`config.mk`:
```
export PLATFORM = sky130hd
export DESIGN_NAME = wb_merge
export DESIGN_NICKNAME = d
export VERILOG_FILES = /design/src/rtl/wb_merge.sv
export SDC_FILE = /design/constraint.sdc
export NUM_CORES = 1
export LEC_CHECK = 0
export CAP_MARGIN = 20
export CORE_MARGIN = 8
export CORE_UTILIZATION = 40
export DETAILED_ROUTE_END_ITERATION = 10
export PLACE_DENSITY = 0.7
export SLEW_MARGIN = 30
export SYNTH_ARGS = -nofsm -noshare
export SYNTH_HDL_FRONTEND = slang
export SYNTH_SLANG_ARGS = --single-unit
```
`constraint.sdc`:
```
create_clock -name clk -period 4.5 [get_ports clk]
set_clock_uncertainty 0.05 [all_clocks]
set_input_delay 1.35 -clock clk [delete_from_list [all_inputs] [get_ports clk]]
set_output_delay 1.35 -clock clk [all_outputs]
set_load 0.05 [all_outputs]
```
`src/rtl/wb_merge.sv`:
```
// Writeback merge: per-thread arbitration of ALU0/ALU1/LSU results onto registered
// register-file write/forward lanes. Define WB_X0_FILTER_EN to acknowledge rd==0 results without writing.
module wb_merge #(
  parameter int NUM_THREADS = 4,
  parameter int TID_W       = $clog2(NUM_THREADS)
) (
  input  logic             clk,
  input  logic             rst,
  input  logic [1:0]       alu_valid,
  input  logic [TID_W-1:0] alu_tid   [1:0],
  input  logic [4:0]       alu_rd    [1:0],
  input  logic [31:0]      alu_data  [1:0],
  output logic [1:0]       alu_ready,
  input  logic             lsu_valid,
  input  logic [TID_W-1:0] lsu_tid,
  input  logic [4:0]       lsu_rd,
  input  logic [31:0]      lsu_data,
  output logic             lsu_ready,
  output logic [NUM_THREADS-1:0] rd_wen,
  output logic [4:0]       rd_forward_addr [NUM_THREADS-1:0],
  output logic [31:0]      rd_forward_data [NUM_THREADS-1:0]
);

  // One-hot thread decode per source; an all-zero vector means an out-of-range tid.
  logic [NUM_THREADS-1:0] alu_match [1:0];
  logic [NUM_THREADS-1:0] lsu_match;

  logic [1:0] alu_x0;
  logic [1:0] alu_arb;
  logic       lsu_x0;
  logic       lsu_arb;

  logic [NUM_THREADS-1:0] lsu_win;
  logic [NUM_THREADS-1:0] alu0_win;
  logic [NUM_THREADS-1:0] alu1_win;
  logic [NUM_THREADS-1:0] contested;

  logic        rr_ptr_reg [NUM_THREADS];
  logic        wen_reg    [NUM_THREADS];
  logic [4:0]  addr_reg   [NUM_THREADS];
  logic [31:0] data_reg   [NUM_THREADS];

  generate
    for (genvar gi = 0; gi < NUM_THREADS; gi++) begin : g_match
      assign alu_match[0][gi] = (alu_tid[0] == TID_W'(gi));
      assign alu_match[1][gi] = (alu_tid[1] == TID_W'(gi));
      assign lsu_match[gi]    = (lsu_tid == TID_W'(gi));
    end
  endgenerate

`ifdef WB_X0_FILTER_EN
  // rd==0 results bypass arbitration: acknowledged immediately, never written.
  generate
    for (genvar gi = 0; gi < 2; gi++) begin : g_x0_alu
      assign alu_x0[gi]  = alu_valid[gi] && (|alu_match[gi]) && (alu_rd[gi] == 5'd0);
      assign alu_arb[gi] = alu_valid[gi] && (alu_rd[gi] != 5'd0);
    end
  endgenerate
  assign lsu_x0  = lsu_valid && (|lsu_match) && (lsu_rd == 5'd0);
  assign lsu_arb = lsu_valid && (lsu_rd != 5'd0);
`else
  assign alu_x0  = 2'b00;
  assign alu_arb = alu_valid;
  assign lsu_x0  = 1'b0;
  assign lsu_arb = lsu_valid;
`endif

  generate
    for (genvar gi = 0; gi < NUM_THREADS; gi++) begin : g_lane
      logic lsu_hit;
      logic a0_hit;
      logic a1_hit;

      assign lsu_hit = lsu_arb && lsu_match[gi];
      assign a0_hit  = alu_arb[0] && alu_match[0][gi];
      assign a1_hit  = alu_arb[1] && alu_match[1][gi];

      // LSU has absolute priority; the ALUs share the lane by round-robin.
      assign contested[gi] = a0_hit && a1_hit && !lsu_hit;
      assign lsu_win[gi]   = rst && lsu_hit;
      assign alu0_win[gi]  = rst && a0_hit && !lsu_hit && (!a1_hit || !rr_ptr_reg[gi]);
      assign alu1_win[gi]  = rst && a1_hit && !lsu_hit && (!a0_hit || rr_ptr_reg[gi]);

      always_ff @(posedge clk) begin
        if (!rst) begin
          rr_ptr_reg[gi] <= 1'b0;
          wen_reg[gi]    <= 1'b0;
          addr_reg[gi]   <= 5'd0;
          data_reg[gi]   <= 32'd0;
        end else begin
          wen_reg[gi] <= lsu_win[gi] || alu0_win[gi] || alu1_win[gi];
          if (lsu_win[gi]) begin
            addr_reg[gi] <= lsu_rd;
            data_reg[gi] <= lsu_data;
          end else if (alu0_win[gi]) begin
            addr_reg[gi] <= alu_rd[0];
            data_reg[gi] <= alu_data[0];
          end else if (alu1_win[gi]) begin
            addr_reg[gi] <= alu_rd[1];
            data_reg[gi] <= alu_data[1];
          end
          if (contested[gi]) begin
            rr_ptr_reg[gi] <= !rr_ptr_reg[gi];
          end
        end
      end

      assign rd_wen[gi]          = wen_reg[gi];
      assign rd_forward_addr[gi] = addr_reg[gi];
      assign rd_forward_data[gi] = data_reg[gi];
    end
  endgenerate

  assign alu_ready[0] = (|alu0_win) || (rst && alu_x0[0]);
  assign alu_ready[1] = (|alu1_win) || (rst && alu_x0[1]);
  assign lsu_ready    = (|lsu_win)  || (rst && lsu_x0);

  // An out-of-range tid is a source protocol error; such a source is never readied.
  always_ff @(posedge clk) begin
    if (rst) begin
      assert (!alu_valid[0] || (|alu_match[0]));
      assert (!alu_valid[1] || (|alu_match[1]));
      assert (!lsu_valid || (|lsu_match));
    end
  end

endmodule

```
==> results of run 1 <==
==> cells in the final DEF, fill, tap and decap left out, types with 5 or more instances in the layout <==
master | netlist | final
nand2_1 | 40 | 38
a32oi_1 | 11 | 11
a222oi_1 | 18 | 18
nor2_1 | 72 | 69
and3_1 | 54 | 54
a31oi_1 | 13 | 13
dfxtp_1 | 5 | 5
a22oi_1 | 19 | 19
a21oi_1 | 31 | 30
dlygate4sd2_1 | 0 | 5
edfxtp_1 | 151 | 151
a221o_1 | 74 | 74
a221oi_1 | 7 | 7
o21ai_0 | 31 | 31
inv_1 | 20 | 20
nand3b_1 | 6 | 6
buf_4 | 2 | 43
clkbuf_16 | 0 | 17
bufinv_16 | 0 | 5
clkdlybuf4s50_1 | 0 | 263
==> final cells by class <==
type | count | area, sq um | area share
clock inverter | 14 | 214 | 0.0185
clock buffer | 18 | 429 | 0.0370
multi-input combinational | 413 | 2810 | 0.243
timing repair buffer | 321 | 3130 | 0.270
sequential | 156 | 4630 | 0.400
tap | 234 | 293 | 0.0253
inverter | 20 | 75.1 | 0.00648
==> cell families (layout without fill, tap and decap cells) <==
| kind of cell | after synthesis | after routing | synth area share |
|---|---|---|---|
| AOI/OAI and AO/OA | 213 | 213 | 0.222 |
| xor gates and xnor gates | 1 | 1 | 0.00114 |
| buffers and inverters | 83 | 373 | 0.0440 |
| DFF | 156 | 156 | 0.605 |
| and+or+nand+nor | 199 | 199 | 0.128 |
==> how the worst min path moves through the flow <==
stage,startpoint,cells past startpoint,to
after global placement,rr_ptr_reg[1][0],2,rr_ptr_reg[1][0]
final,rr_ptr_reg[1][0],2,rr_ptr_reg[1][0]
after detailed placement,rr_ptr_reg[1][0],2,rr_ptr_reg[1][0]
after floorplan,rr_ptr_reg[1][0],2,rr_ptr_reg[1][0]
after global routing,rr_ptr_reg[1][0],2,rr_ptr_reg[1][0]
after CTS,rr_ptr_reg[1][0],2,rr_ptr_reg[1][0]
==> critical path, delay by kind of cell <==
family | cells | cell delay (ns)
AOI/OAI and AO/OA | 1 | 0.30
buffers and inverters | 3 | 0.58
and+or+nand+nor | 2 | 0.75
==> metal layers <==
| layer | up-vias | track usage | share of wire |
|---|---|---|---|
| met4 | 6 | 0.118 | 0.031 |
| met3 | 70 | 0.0683 | 0.099 |
| li1 | 3199 | - | - |
| met1 | 3588 | 0.318 | 0.40 |
| met2 | 540 | 0.406 | 0.47 |
| met5 | - | 0 | 0.0011 |
==> power by group <==
group	internal [mW]	switching, mW	leakage [nW]
registers	1.76	0.0456	1.62
logic	0.412	0.834	2.60
clock network	0.988	0.612	0.309
==> timing repair <==
action,CTS,global route
pin swaps,5,4
cloned,0,0
buffers inserted,0,2
endpoints found under the setup margin,2,2
gates resized for setup,16,8
==> metrics.yaml, run 1 <==
outcome:
  outcome: "finished clean"
setup_path:
  endpoint_kind: "output pin"
  cpMaxStageDelayCell: "or4_4"
  critical-path-max-stage-delay_ns: 0.56
  worstSetupEndpoint: "alu_ready[1]"
  ff2ff_path_depth: 5
  path_cells: "dlygate4sd2_1 -> buf_4 -> nand3b_1 -> o2111a_2 -> or4_4 -> buf_8"
  crit_required_ns: 3.10
  r2r-end: "data_reg[0][23]"
  crit_fanout: 3
  crit_start: "alu_tid[0]"
  reg2reg_from: "rr_ptr_reg[0][0]"
  arrival_ns: 2.99
  start_kind: "input port"
  critPathKind: "input port to output pin"
  rrSetupSlack_ns: 2.49
synthesis:
  synthDistinctLibCells: 39
  yosysWarnings: 0
  synth_edf_count: 151
  ys.flop_type: "edfxtp_1"
  synth_seq_cells: 156
  synth_top_area_share: 0.592
  syn_nets: 774
  yosysTopAreaCell: "edfxtp_1"
  avgSynthCellArea_sq_um: 11.7
  synth.most_common_cell: "edfxtp_1"
  synth_area_leaders: "edfxtp_1, a221o_1, and3_1"
  ys_top_cells_by_count: "edfxtp_1, a221o_1, nor2_1, and3_1, clkbuf_1"
  async_flop_share: 0
  syn-cell-area_sq_um: 7660
  ys_seq_area_frac: 0.605
  postSynthCellCount: 652
route:
  drtAntennaViolNets: 0
  remaining_drc_errors: 0
  via_count: 7403
  wl_microns: 31100
  via_per_inst: 6.30
  wl_per_cell_microns: 26.4
  drt-initial-drc-count: 772
  first_pass_iters: 10
timing:
  finalSetupViolations: 0
  holdWs_ns: 0.553
  max_freq_mhz: 228
  max_slew_margin: 0.308
  min_period_ns: 4.39
  finalCritPeriodShare: 0.976
  layout_setup_ws_ns: 0.109
  rsz0062_at_grt: "no"
  slew_violations: 0
  hold_viol: 0
  final.setup.tns_ns: 0
  timing_worst_slew_pin_value_ns: 1.04
worst_hold_path:
  hp-class: "flip-flop to flip-flop"
floorplanning:
  start_util: 0.408
  core_sq_um: 18800
  io_pins: 277
  die_h_microns: 154
  die_x_microns: 154
  die-area_sq_um: 23800
  row_count: 50
placement:
  portBuffers: 276
  place_congestion: 0.834
  dp_cells: 1142
  place_ws_ns: -0.180
  placed_cell_area_sq_um: 10900
  hpwl_microns: 19200
clocking:
  cts_root_buffer: "clkbuf_16"
  clk_pin_slew_ns: 0.06
  cts_made_buffers: 17
  clock-sinks: 156
  htreeDepth: 4
  clkLatencyLatePin_ns: 0.42
  cts_tree: "done"
  clockBufferDepth: 2
  cts_hold_buf: 0
pwr:
  p_per_area_nw_per_um2: 401
  ir_drop_mv: 0.280
  finalPower_mw: 4.65
  leakage_nw: 4.53
global_routing:
  grt_max_degree: 79
  grtUsageTotal: 0.255
  antenna_found_initial: 3
  grt_pass1_wl_microns: 46100
  grt_overflow_total: 0
  grt_pass1_vias: 7453
job:
  cap_violations: 0
layout:
  largest_reg_flops: 128
  n_antenna_cell: 0
  drive_gt1_frac: 0.107
  num-fill-cells: 1546
  stdcell_area_sq_um: 11600
  final_cells: 1176
  final_core_util: 0.618
  final_nets: 1051
  area_growth_pct: 51.4
Note: power is estimated with default switching activity, not from simulation.
==> run 2: changes to the inputs <==
--- a/config.mk
+++ b/config.mk
@@ -5,11 +5,12 @@
 export SDC_FILE = /design/constraint.sdc
 export NUM_CORES = 1
 export LEC_CHECK = 0
+export ABC_AREA = 1
 export CAP_MARGIN = 20
 export CORE_MARGIN = 8
 export CORE_UTILIZATION = 40
 export DETAILED_ROUTE_END_ITERATION = 10
-export PLACE_DENSITY = 0.7
+export PLACE_DENSITY = 0.69
 export SLEW_MARGIN = 30
 export SYNTH_ARGS = -nofsm -noshare
 export SYNTH_HDL_FRONTEND = slang
==> metrics.yaml, run 2 <==
setup_path:
  crit_fanout: 4  # was 3
  endpoint_kind: "output pin"  # unchanged
  crit_required_ns: 3.10  # about the same
  start_kind: "input port"  # unchanged
  critPathKind: "input port to output pin"  # unchanged
  arrival_ns: 2.97  # was 2.99 ns
synthesis:
  yosysWarnings: 0  # unchanged
  synth_edf_count: 151  # unchanged
  yosysTopAreaCell: "edfxtp_1"  # unchanged
  ys_seq_area_frac: 0.561  # was 0.605
  syn-cell-area_sq_um: 8270  # was 7660 sq um
  syn_nets: 1088  # was 774
  synth_seq_cells: 156  # unchanged
  synth_top_area_share: 0.548  # was 0.592
  avgSynthCellArea_sq_um: 8.56  # was 11.7 sq um
  async_flop_share: 0  # unchanged
  synth_area_leaders: "edfxtp_1, nand2_1, nand3_1"  # was edfxtp_1, a221o_1, and3_1
  ys.flop_type: "edfxtp_1"  # unchanged
  synthDistinctLibCells: 23  # was 39
  postSynthCellCount: 966  # was 652
  synth.most_common_cell: "nand2_1"  # was edfxtp_1
  ys_top_cells_by_count: "nand2_1, nand3_1, edfxtp_1, nand4_1, buf_2"  # was edfxtp_1, a221o_1, nor2_1, and3_1, clkbuf_1
global_routing:
  grt_max_degree: 39  # was 79
  grtUsageTotal: 0.258  # was 0.255
  antenna_found_initial: 1  # was 3
  grt_pass1_vias: 8421  # was 7453
  grt_pass1_wl_microns: 50800  # was 46100 microns
  grt_overflow_total: 0  # unchanged
clocking:
  clk_pin_slew_ns: 0.06  # about the same
  cts_setup_buffers: 0  # unchanged
  clockBufferDepth: 2  # unchanged
  cts_made_buffers: 17  # unchanged
  htreeDepth: 4  # unchanged
  cts_tree: "done"  # unchanged
  clkLatencyLatePin_ns: 0.42  # about the same
  clock-sinks: 156  # unchanged
  cts_root_buffer: "clkbuf_16"  # unchanged
route:
  first_pass_iters: 5  # was 10
  via_count: 8487  # was 7403
  via_per_inst: 5.61  # was 6.30
  wl_per_cell_microns: 22.4  # was 26.4 microns
  remaining_drc_errors: 0  # unchanged
  wl_microns: 33900  # was 31100 microns
  drtAntennaViolNets: 0  # unchanged
  drt-initial-drc-count: 981  # was 772
placement:
  hpwl_microns: 22100  # was 19200 microns
  place_congestion: 0.851  # was 0.834
  portBuffers: 276  # unchanged
  placed_cell_area_sq_um: 11400  # was 10900 sq um
outcome:
  outcome: "finished clean"  # unchanged
floorplanning:
  die-area_sq_um: 25500  # was 23800 sq um
  die_x_microns: 160  # was 154 microns
  core_sq_um: 20200  # was 18800 sq um
  die_h_microns: 160  # was 154 microns
  start_util: 0.409  # was 0.408
  io_pins: 277  # unchanged
  row_count: 52  # was 50
layout:
  num-fill-cells: 1758  # was 1546
  drive_gt1_frac: 0.0764  # was 0.107
  area_growth_pct: 46.2  # was 51.4%
  layout_common_cells: "nand2_1, clkdlybuf4s50_1, nand3_1"  # was clkdlybuf4s50_1, edfxtp_1, a221o_1
  n_antenna_cell: 0  # unchanged
  stdcell_area_sq_um: 12100  # was 11600 sq um
  final_common_cell: "nand2_1"  # was clkdlybuf4s50_1
  final_nets: 1353  # was 1051
  largest_reg_flops: 128  # unchanged
job:
  cap_violations: 0  # unchanged
timing:
  max_freq_mhz: 229  # was 228 MHz
  final.setup.tns_ns: 0  # unchanged
  finalCritPeriodShare: 0.972  # was 0.976
  min_period_ns: 4.37  # was 4.39 ns
  finalSetupViolations: 0  # unchanged
  max_slew_margin: 0.413  # was 0.308
  slew_violations: 0  # unchanged
  hold_viol: 0  # unchanged
  rsz0062_at_grt: "no"  # unchanged
  timing_worst_slew_pin_value_ns: 0.880  # was 1.04 ns
pwr:
  p_per_area_nw_per_um2: 370  # was 401 nW/um^2
  ir_drop_mv: 0.261  # was 0.280 mV
  leakage_nw: 4.91  # was 4.53 nW
  finalPower_mw: 4.48  # was 4.65 mW
worst_hold_path:
  hp-class: "flip-flop to flip-flop"  # unchanged
## run 2: critical path: stages
cell	delay, ns
clkdlybuf4s50_1	0.56
inv_2	0.05
nor2_2	0.11
nand2_1	0.14
nand2_1	0.12
inv_1	0.08
nand3_1	0.14
nand4_1	0.21
buf_12	0.21
## run 2: final timing paths
check                   startpoint               end  slack (ns)  depth (start not counted)
setup / recovery         lsu_valid      alu_ready[0]        0.13                          9
hold / removal    rr_ptr_reg[1][0]  rr_ptr_reg[1][0]        0.47                          1
setup reg to reg  rr_ptr_reg[1][0]   data_reg[1][27]        2.49                          9
hold reg to reg   rr_ptr_reg[1][0]  rr_ptr_reg[1][0]        0.47                          1
## run 2: kinds of logic after synthesis
| group | after synthesis | synth area share |
|---|---|---|
| AO/OA/AOI/OAI | 2 | 0.00151 |
| AND/OR/NAND/NOR | 708 | 0.381 |
| flip-flops | 156 | 0.561 |
| buffers and inverters | 100 | 0.0571 |
## run 2: cell type report
class	count	area, sq um	area share
tap	270	338	0.0279
timing repair buffer	310	3090	0.255
inverter	36	135	0.0112
multi-input combinational	710	3230	0.267
clock inverter	13	238	0.0197
sequential	156	4630	0.383
clock buffer	19	433	0.0358
## run 2: report_power, final
part / switching, mW / total [mW] / internal, mW / leakage (nW)
clock network: 0.612 / 1.66 / 1.05 / 0.314
logic: 0.711 / 1.05 / 0.342 / 2.95
registers: 0.0377 / 1.76 / 1.73 / 1.64
## run 2: metal layers
| layer | vias to the layer above | track usage | wire length [microns] |
|---|---|---|---|
| li1 | 3847 | - | - |
| met1 | 3960 | 0.326 | 13200 |
| met2 | 609 | 0.415 | 15700 |
| met3 | 69 | 0.0697 | 3970 |
| met4 | 2 | 0.103 | 926 |
| met5 | - | 0 | 13 |
## run 2: timing repair
| item | CTS | global route |
|---|---|---|
| setup endpoints to repair | 0 | 1 |
| hold buffers | 0 | 0 |
| resized for setup | 0 | 1 |
## run 2: through the flow
stage	hold WS [ns]	utilization	setup WS, ns	instances
5_1_grt	0.533	0.598	0.0295	1514
2_1_floorplan	0.417	-	0.624	966
3_3_place_gp	0.444	0.564	0.193	1482
6_report	0.468	0.598	0.127	1514
3_5_place_dp	0.454	0.564	0.145	1482
4_1_cts	0.463	0.597	0.137	1514
==> run 3: changes to the inputs <==
--- a/config.mk
+++ b/config.mk
@@ -5,12 +5,11 @@
 export SDC_FILE = /design/constraint.sdc
 export NUM_CORES = 1
 export LEC_CHECK = 0
-export ABC_AREA = 1
 export CAP_MARGIN = 20
 export CORE_MARGIN = 8
 export CORE_UTILIZATION = 40
 export DETAILED_ROUTE_END_ITERATION = 10
-export PLACE_DENSITY = 0.69
+export PLACE_DENSITY = 0.7
 export SLEW_MARGIN = 30
 export SYNTH_ARGS = -nofsm -noshare
 export SYNTH_HDL_FRONTEND = slang
==> results of run 3 <==
The final DEF is identical to that of run 1; final timing and power are the same.
